==> config.mk <==
export PLATFORM = sky130hd
export DESIGN_NAME = lenet_layer_seq
export DESIGN_NICKNAME = d
export VERILOG_FILES = /design/src/rtl/lenet_layer_seq.sv
export SDC_FILE = /design/constraint.sdc
export NUM_CORES = 1
export LEC_CHECK = 0
export CORE_ASPECT_RATIO = 0.9
export CORE_MARGIN = 2
export CORE_UTILIZATION = 35
export CTS_CLUSTER_DIAMETER = 30
export DETAILED_ROUTE_END_ITERATION = 10
export PLACE_DENSITY = 0.65
export SKIP_LAST_GASP = 1
export SYNTH_ARGS = -nofsm -noshare
export SYNTH_HDL_FRONTEND = slang
export SYNTH_SLANG_ARGS = --single-unit
==> constraint.sdc <==
create_clock -name clk -period 2.6 [get_ports clk]
set_clock_uncertainty 0.05 [all_clocks]
set_input_delay 0.39 -clock clk [delete_from_list [all_inputs] [get_ports clk]]
set_output_delay 0.39 -clock clk [all_outputs]
set_load 0.02 [all_outputs]
==> src/rtl/lenet_layer_seq.sv <==
// Layer sequencer for the LeNet accelerator: runs conv_1, pool_1, conv_2, pool_2 and fc in
// order. Each layer gets a reset pulse, then a steady enable, then a gap before the next.
module lenet_layer_seq #(
   parameter int NUM_LAYERS = 5,
   parameter int CLR_CYCLES = 2,
   parameter int GAP_CYCLES = 4,
   parameter int TIMEOUT    = 2**20-1,
   parameter int IDX_W      = 3
) (
   input  logic                  clk,
   input  logic                  rst,
   input  logic                  start,
   input  logic                  abort,
   input  logic [NUM_LAYERS-1:0] layer_finish,
   output logic [NUM_LAYERS-1:0] layer_en,
   output logic [NUM_LAYERS-1:0] layer_rst,
   output logic [IDX_W-1:0]      mac_sel,
   output logic                  fm_bank_sel,
   output logic [IDX_W-1:0]      cur_layer,
   output logic                  busy,
   output logic                  done,
   output logic                  err
);

   localparam int TC_W = $clog2(TIMEOUT + 1);
   localparam int PH_W = $clog2(CLR_CYCLES + GAP_CYCLES + 1);

   typedef enum logic [2:0] {
      S_IDLE = 3'd0,
      S_CLR  = 3'd1,
      S_RUN  = 3'd2,
      S_GAP  = 3'd3,
      S_FIN  = 3'd4,
      S_ERR  = 3'd5,
      S_ABRT = 3'd6
   } state_t;

   state_t                  state_r, state_s;
   logic [IDX_W-1:0]        k_r, k_s;
   logic                    bank_r, bank_s;
   logic [PH_W-1:0]         ph_r, ph_s;
   logic [TC_W-1:0]         tc_r, tc_s;
   logic [NUM_LAYERS-1:0]   en_s, lrst_s;
   logic                    done_s, busy_s, err_s;
   logic [NUM_LAYERS-1:0]   onehot_s;

   assign mac_sel     = k_r;
   assign cur_layer   = k_r;
   assign fm_bank_sel = bank_r;

   // Next-state, layer index, bank and phase/timeout counters
   always_comb begin
      state_s = state_r;
      k_s     = k_r;
      bank_s  = bank_r;
      ph_s    = ph_r;
      tc_s    = tc_r;
      case (state_r)
         S_IDLE: begin
            if (start && !abort) begin
               state_s = S_CLR;
               k_s     = {IDX_W{1'b0}};
               bank_s  = 1'b0;
               ph_s    = {PH_W{1'b0}};
               tc_s    = {TC_W{1'b0}};
            end else begin
               state_s = S_IDLE;
            end
         end
         S_CLR: begin
            if (abort) begin
               state_s = S_ABRT;
               ph_s    = {PH_W{1'b0}};
            end else if (ph_r == PH_W'(CLR_CYCLES - 1)) begin
               state_s = S_RUN;
               ph_s    = {PH_W{1'b0}};
            end else begin
               ph_s = ph_r + PH_W'(1);
            end
         end
         S_RUN: begin
            // only the running layer's finish bit matters; stale bits of others are ignored
            if (abort) begin
               state_s = S_ABRT;
               ph_s    = {PH_W{1'b0}};
            end else if (layer_finish[k_r]) begin
               state_s = (k_r == IDX_W'(NUM_LAYERS - 1)) ? S_FIN : S_GAP;
               ph_s    = {PH_W{1'b0}};
            end else if (tc_r == TC_W'(TIMEOUT - 1)) begin
               state_s = S_ERR;
            end else begin
               tc_s = tc_r + TC_W'(1);
            end
         end
         S_GAP: begin
            if (abort) begin
               state_s = S_ABRT;
               ph_s    = {PH_W{1'b0}};
            end else if (ph_r == PH_W'(GAP_CYCLES - 1)) begin
               state_s = S_CLR;
               k_s     = k_r + IDX_W'(1);
               bank_s  = ~bank_r;
               ph_s    = {PH_W{1'b0}};
               tc_s    = {TC_W{1'b0}};
            end else begin
               ph_s = ph_r + PH_W'(1);
            end
         end
         S_FIN: begin
            if (abort) begin
               state_s = S_ABRT;
               ph_s    = {PH_W{1'b0}};
            end else begin
               state_s = S_IDLE;
            end
         end
         S_ERR: begin
            if (abort) begin
               state_s = S_IDLE;
            end else if (start) begin
               state_s = S_CLR;
               k_s     = {IDX_W{1'b0}};
               bank_s  = 1'b0;
               ph_s    = {PH_W{1'b0}};
               tc_s    = {TC_W{1'b0}};
            end else begin
               state_s = S_ERR;
            end
         end
         S_ABRT: begin
            if (ph_r == PH_W'(CLR_CYCLES - 1)) begin
               state_s = S_IDLE;
               ph_s    = {PH_W{1'b0}};
            end else begin
               ph_s = ph_r + PH_W'(1);
            end
         end
         default: begin
            state_s = S_IDLE;
         end
      endcase
   end

   // Output values decoded from the state being entered, so they line up with it once registered
   always_comb begin
      onehot_s = {{(NUM_LAYERS-1){1'b0}}, 1'b1} << k_s;
      en_s     = {NUM_LAYERS{1'b0}};
      lrst_s   = {NUM_LAYERS{1'b0}};
      done_s   = 1'b0;
      err_s    = 1'b0;
      busy_s   = (state_s != S_IDLE) && (state_s != S_ERR);
      case (state_s)
         S_CLR:   lrst_s = onehot_s;
         S_RUN:   en_s   = onehot_s;
         S_ABRT:  lrst_s = {NUM_LAYERS{1'b1}};
         S_FIN:   done_s = 1'b1;
         S_ERR:   err_s  = 1'b1;
         default: en_s   = {NUM_LAYERS{1'b0}};
      endcase
   end

   // State, counters and registered outputs
   always_ff @(posedge clk) begin
      if (rst) begin
         state_r   <= S_IDLE;
         k_r       <= {IDX_W{1'b0}};
         bank_r    <= 1'b0;
         ph_r      <= {PH_W{1'b0}};
         tc_r      <= {TC_W{1'b0}};
         layer_en  <= {NUM_LAYERS{1'b0}};
         layer_rst <= {NUM_LAYERS{1'b0}};
         busy      <= 1'b0;
         done      <= 1'b0;
         err       <= 1'b0;
      end else begin
         state_r   <= state_s;
         k_r       <= k_s;
         bank_r    <= bank_s;
         ph_r      <= ph_s;
         tc_r      <= tc_s;
         layer_en  <= en_s;
         layer_rst <= lrst_s;
         busy      <= busy_s;
         done      <= done_s;
         err       <= err_s;
      end
   end

endmodule
; Yosys cells after proc, flatten, opt, wreduce, memory -nomap -nowiden
; Index checks and enable logic that the tools add are counted.
[classes]
magnitude_cmp = 1
shift = 1
add_sub_neg = 3
eq_ne = 26
bitwise = 2
reduce_logical = 12
muxes = 51
[op_table]
columns = op, count
row1 = 20-bit 2-to-1 mux, 8
row2 = 3-bit 2-to-1 mux, 27
row3 = 20-bit case mux with 4 select lines, 1
row4 = 3-bit case mux with 7 select lines, 2
row5 = 3-bit == test (second input constant), 7
row6 = 20-bit by 1-bit adder with 20-bit output (second input constant), 1
row7 = 20-bit == test (second input constant), 1
row8 = 2-bit != test (second input constant), 9
row9 = 3-bit by 2-bit == test with 1-bit output (second input constant), 4
row10 = 6-bit AND reduction, 2
row11 = 5-bit case mux with 2 select lines, 1
row12 = 3-bit by 1-bit == test with 1-bit output (second input constant), 3
row13 = 1-bit 2-to-1 mux, 9
row14 = 3-bit case mux with 3 select lines, 1
row15 = 9-bit AND reduction, 1
row16 = 7-bit nonzero test, 1
row17 = 3-bit by 1-bit adder with 3-bit output (second input constant), 2
row18 = 3-bit != test (second input constant), 2
row19 = 3-bit nonzero test, 2
row20 = 1-bit by 3-bit << shifter with 5-bit output (first input constant), 1
row21 = 3-bit by 4-bit less-than comparator with 1-bit output (second input constant), 1
row22 = 4-bit nonzero test, 1
row23 = 1-bit binary-select mux with 3-bit select, 1
row24 = 3-bit logical NOT, 1
row25 = other kinds (5), 7
[totals]
elab_cells = 106
ff_bits = 43
in_bits = 9
output_inout_bits = 20

; Depth between registers and ports, before layout
[depth]
depth_word = 8
depth_mapped = 11

; Worst setup path after synthesis
; No wires, ideal clock.
[synth_timing]
path_type = register to register
from = reg k_r[1], in the netlist cur_layer[1]
to = reg tc_r[19]
stages_incl_launch_ff = 9
period_less_slack_ns = 2.491
slack_ns = 0.109
arrival_time_ns = 2.370
n_path_buf = 2
path_cell_list = dfxtp_1 clkbuf_1 mux2i_1 a211o_1 nand2_2 o41a_4 buf_6 or4_1 a21oi_1
[synth_via]
elab_chain_cells = 4
[synth_rtl]
columns = item, line
row1 = "start, declared", 39  ; logic [IDX_W-1:0] k_r, k_s;
row2 = "start signal, assigned", 166  ; k_r <= {IDX_W{1'b0}};
row3 = "start signal, assigned", 177  ; k_r <= k_s;
row4 = 1-bit binary-select mux with 3-bit select, 86  ; end else if (layer_finish[k_r]) begin
row5 = 1-bit 2-to-1 mux (not written as such), 86
row6 = 2-bit != test (no line), n/a
row7 = 9-bit AND reduction (no line), n/a
row8 = "end signal, assigned", 169  ; tc_r <= {TC_W{1'b0}};
row9 = "end signal, assigned", 180  ; tc_r <= tc_s;
row10 = "end, declared", 42  ; logic [TC_W-1:0] tc_r, tc_s;
; No other way between the ends. The select of a mux whose other input is x is not followed.
; A chain may end at the register's enable or synchronous reset.

; Final worst setup path
[layout_timing]
from = reg ph_r[0]
to = reg tc_r[15]
[layout_via]
elab_chain_cells = 3
[layout_rtl]
columns = item, line
row1 = "start, declared", 41  ; logic [PH_W-1:0] ph_r, ph_s;
row2 = "start signal, assigned", 168  ; ph_r <= {PH_W{1'b0}};
row3 = "start signal, assigned", 179  ; ph_r <= ph_s;
row4 = 3-bit by 2-bit == test with 1-bit output, 99  ; end else if (ph_r == PH_W'(GAP_CYCLES - 1)) begin
row5 = 2-bit != test (no line), n/a
row6 = 9-bit AND reduction (no line), n/a
; No other way between the ends.

==> results.ini <==
[run_status]
run_status=completed

[pwr]
power.density_cell_area_nw_per_um2=549
cellLeakagePower_nw=1.13
total_power_mw=1.78
irDropWorstVdd_uv=379

[finish]
insertedDiodeCount=0
nets=382
postLayoutCellArea_um2=3240
drive_gt1_share_pct=16.1
layout_common_cells=41 x sky130_fd_sc_hd__dfxtp_1, 36 x sky130_fd_sc_hd__buf_4, 32 x sky130_fd_sc_hd__nand2_1
final.fill_count=665
layout_commonest_cell=sky130_fd_sc_hd__dfxtp_1
post_layout_nonfiller_instances=459
syn2layout_area_growth_pct=31.4

[global_route]
grt_start_max_net_pins=24
grtUsageTotal_pct=16.6
grt.overflow.total=0
grt_pass1_wl_mm=10.6
grt_pass1_vias=2277
number_of_antenna_violations_at_the_first_check_in_global_routing=0

[worst_hold_path]
holdCritPathClass=reg -> reg

[detailed_routing]
ant_nets=0
remaining_drc_errors=0
drtPass1Iterations=4
via_count=2511
dr.first_iter.drc_count=177
detail_route.wirelength_mm=6.67
vias_per_cell=5.47
wl_per_cell_um=14.5

[critical_path]
worstPathArrival_ns=2.68
critical_path.startpoint_type=flop
timing.setup.critical_path_class=reg -> reg
critical_path.cell_chain=ha_4 > ha_4 > nand2b_1 > a21oi_1 > o22a_2 > o41a_4 > or4_1 > a21oi_1
end_kind=flop
critPathMaxFanout=6
worst_path_largest_cell_delay_ns=0.53
critPathSlowestCell=sky130_fd_sc_hd__o41a_4
worst_ep_required_time_ns=2.79

[yosys]
synthArstFlopShare_pct=0
synth-edff-count=0
syn-instance-count=312
synth_area_um2=2470
yosysWarnings=0
synth-seq-cells=43
post_synthesis_mean_instance_area_um2=7.91
synth_sequential_area_ratio_pct=34.9
netlist.top_cell.by_area=sky130_fd_sc_hd__dfxtp_1
number_of_distinct_library_cells_after_synthesis=56
synthDominantCellAreaShare_pct=34.9
synth_area_leaders=sky130_fd_sc_hd__dfxtp_1 35%, sky130_fd_sc_hd__a21oi_1 6.3%, sky130_fd_sc_hd__nand2_1 4.9%
syn-num-nets=329
synth_ff_type=sky130_fd_sc_hd__dfxtp_1

[sta]
tns_ns=0
final_critical_path_setup_slack_ns=0.109
setup_viol_count_final=0
max_freq_mhz=401
timing.final.max_slew_violations=0
clock_period_minus_worst_slack_ns=2.49
finalHoldViolCount=0
worst_slew_pin_slew_ns=0.462
slew_headroom_pct=68.7
post-route-period-util_pct=95.8

[place]
hpwlAfterDp_mm=4.73
post-place-cells=446
detailed_place.area_um2=3010
buffers_on_ports=28
last_weighted_congestion_value_of_the_routability_driven_placer=0.881
dp_slack_ns=-0.143

[floorplan]
die_footprint_um2=7740
core_um2=6930
floorplan.initialDensity_pct=35.6
ios=29
die_x_um=92.5
chipHeight_um=83.7
core.rowCount=29

[clock_network]
htree_levels=2
clk_transition_reported_paths_ns=0.09
cts_made_buffers=5
clock_path_buffers=2
clock_tree_from_tritoncts=done
cts_root_buffer=sky130_fd_sc_hd__clkbuf_8
worst_skew_pair_latency_ns=0.30
clkSinkCount=43

[flow_run]
max_cap_viol_count=0

where the power goes:
group | leakage [nW] | internal, mW | switching (mW)
clock network | 0.0703 | 0.390 | 0.256
logic | 0.709 | 0.185 | 0.243
registers | 0.348 | 0.683 | 0.0231
total | 1.13 | 1.26 | 0.522
cell usage after synthesis (all sizes together), types with 3 or more instances:
| master | instances |
|---|---|
| dfxtp | 43 |
| nand2 | 33 |
| a21oi | 32 |
| nor2 | 22 |
| o21ai | 19 |
| inv | 15 |
| nor3 | 14 |
| or3 | 11 |
| buf | 10 |
| clkbuf | 10 |
| or4 | 9 |
| ha | 8 |
| nand4 | 8 |
| nand3 | 7 |
| o31ai | 6 |
| o41ai | 6 |
| nand2b | 5 |
| and2 | 4 |
| nor2b | 4 |
| nor4 | 4 |
| a211o | 3 |
| a41oi | 3 |
| and3 | 3 |
sequential cells by signal, summed over array words and instances, names as in the netlist:
register and count:
fm_bank_sel 1, done 1, layer_rst 5, layer_en 5, err 1, ph_r 3
tc_r 20, cur_layer 3, state_r 3, busy 1
final timing paths:
kind / startpoint / end / slack (ns) / cells after the start
max: ph_r[0] / tc_r[15] / 0.11 / 8
min: tc_r[18] / tc_r[18] / 0.43 / 2
max reg2reg: ph_r[0] / tc_r[15] / 0.11 / 8
min reg2reg: tc_r[18] / tc_r[18] / 0.43 / 2
cell families after synthesis:
family | Yosys count | share of synthesized area [%]
fa+ha+maj | 8 | 4.06
flops | 43 | 34.9
mux | 3 | 1.42
simple gates | 134 | 29.0
compound gates | 89 | 24.1
buf+inv | 35 | 6.59
per-stage QoR:
step | hold WS, ns | util [%]
after floorplan | 0.398 | -
after global placement | 0.409 | 43.4
after detailed placement | 0.423 | 43.4
after CTS | 0.435 | 45.4
after global routing | 0.465 | 46.8
final | 0.430 | 46.8
layout make-up:
cell class,count,area [µm²],share of cell area [%]
clock buffers,5,68.8,2.12
clock inverters,3,71.3,2.20
inverters,15,56.3,1.74
multi-input cells,236,1520,46.7
flip-flops and latches,43,863,26.6
well taps,93,116,3.59
repair buffers,64,551,17.0
layer usage:
metal  GRT usage, %  vias up  wire, µm
met5              0        -         0
met4           3.80        0        21
met3           3.07        2       249
met2           25.6       39      2970
met1           24.1     1203      3440
li1               -     1267         -
critical path, delay by kind of cell (launching register included):
family	cells	cell delay (ns)
DFF	1	0.39
and+or+nand+nor	2	0.65
adders and majority gates	2	0.31
AOI/OAI and AO/OA	4	1.04
what timing repair did:
| action | in CTS | in global routing |
|---|---|---|
| hold endpoints to repair | 0 | 0 |
| setup buffers | 0 | 3 |
| hold buffers | 0 | 0 |
| setup endpoints to repair | 0 | 19 |
| gates resized for setup | 0 | 11 |
(Power assumes the default switching activity.)
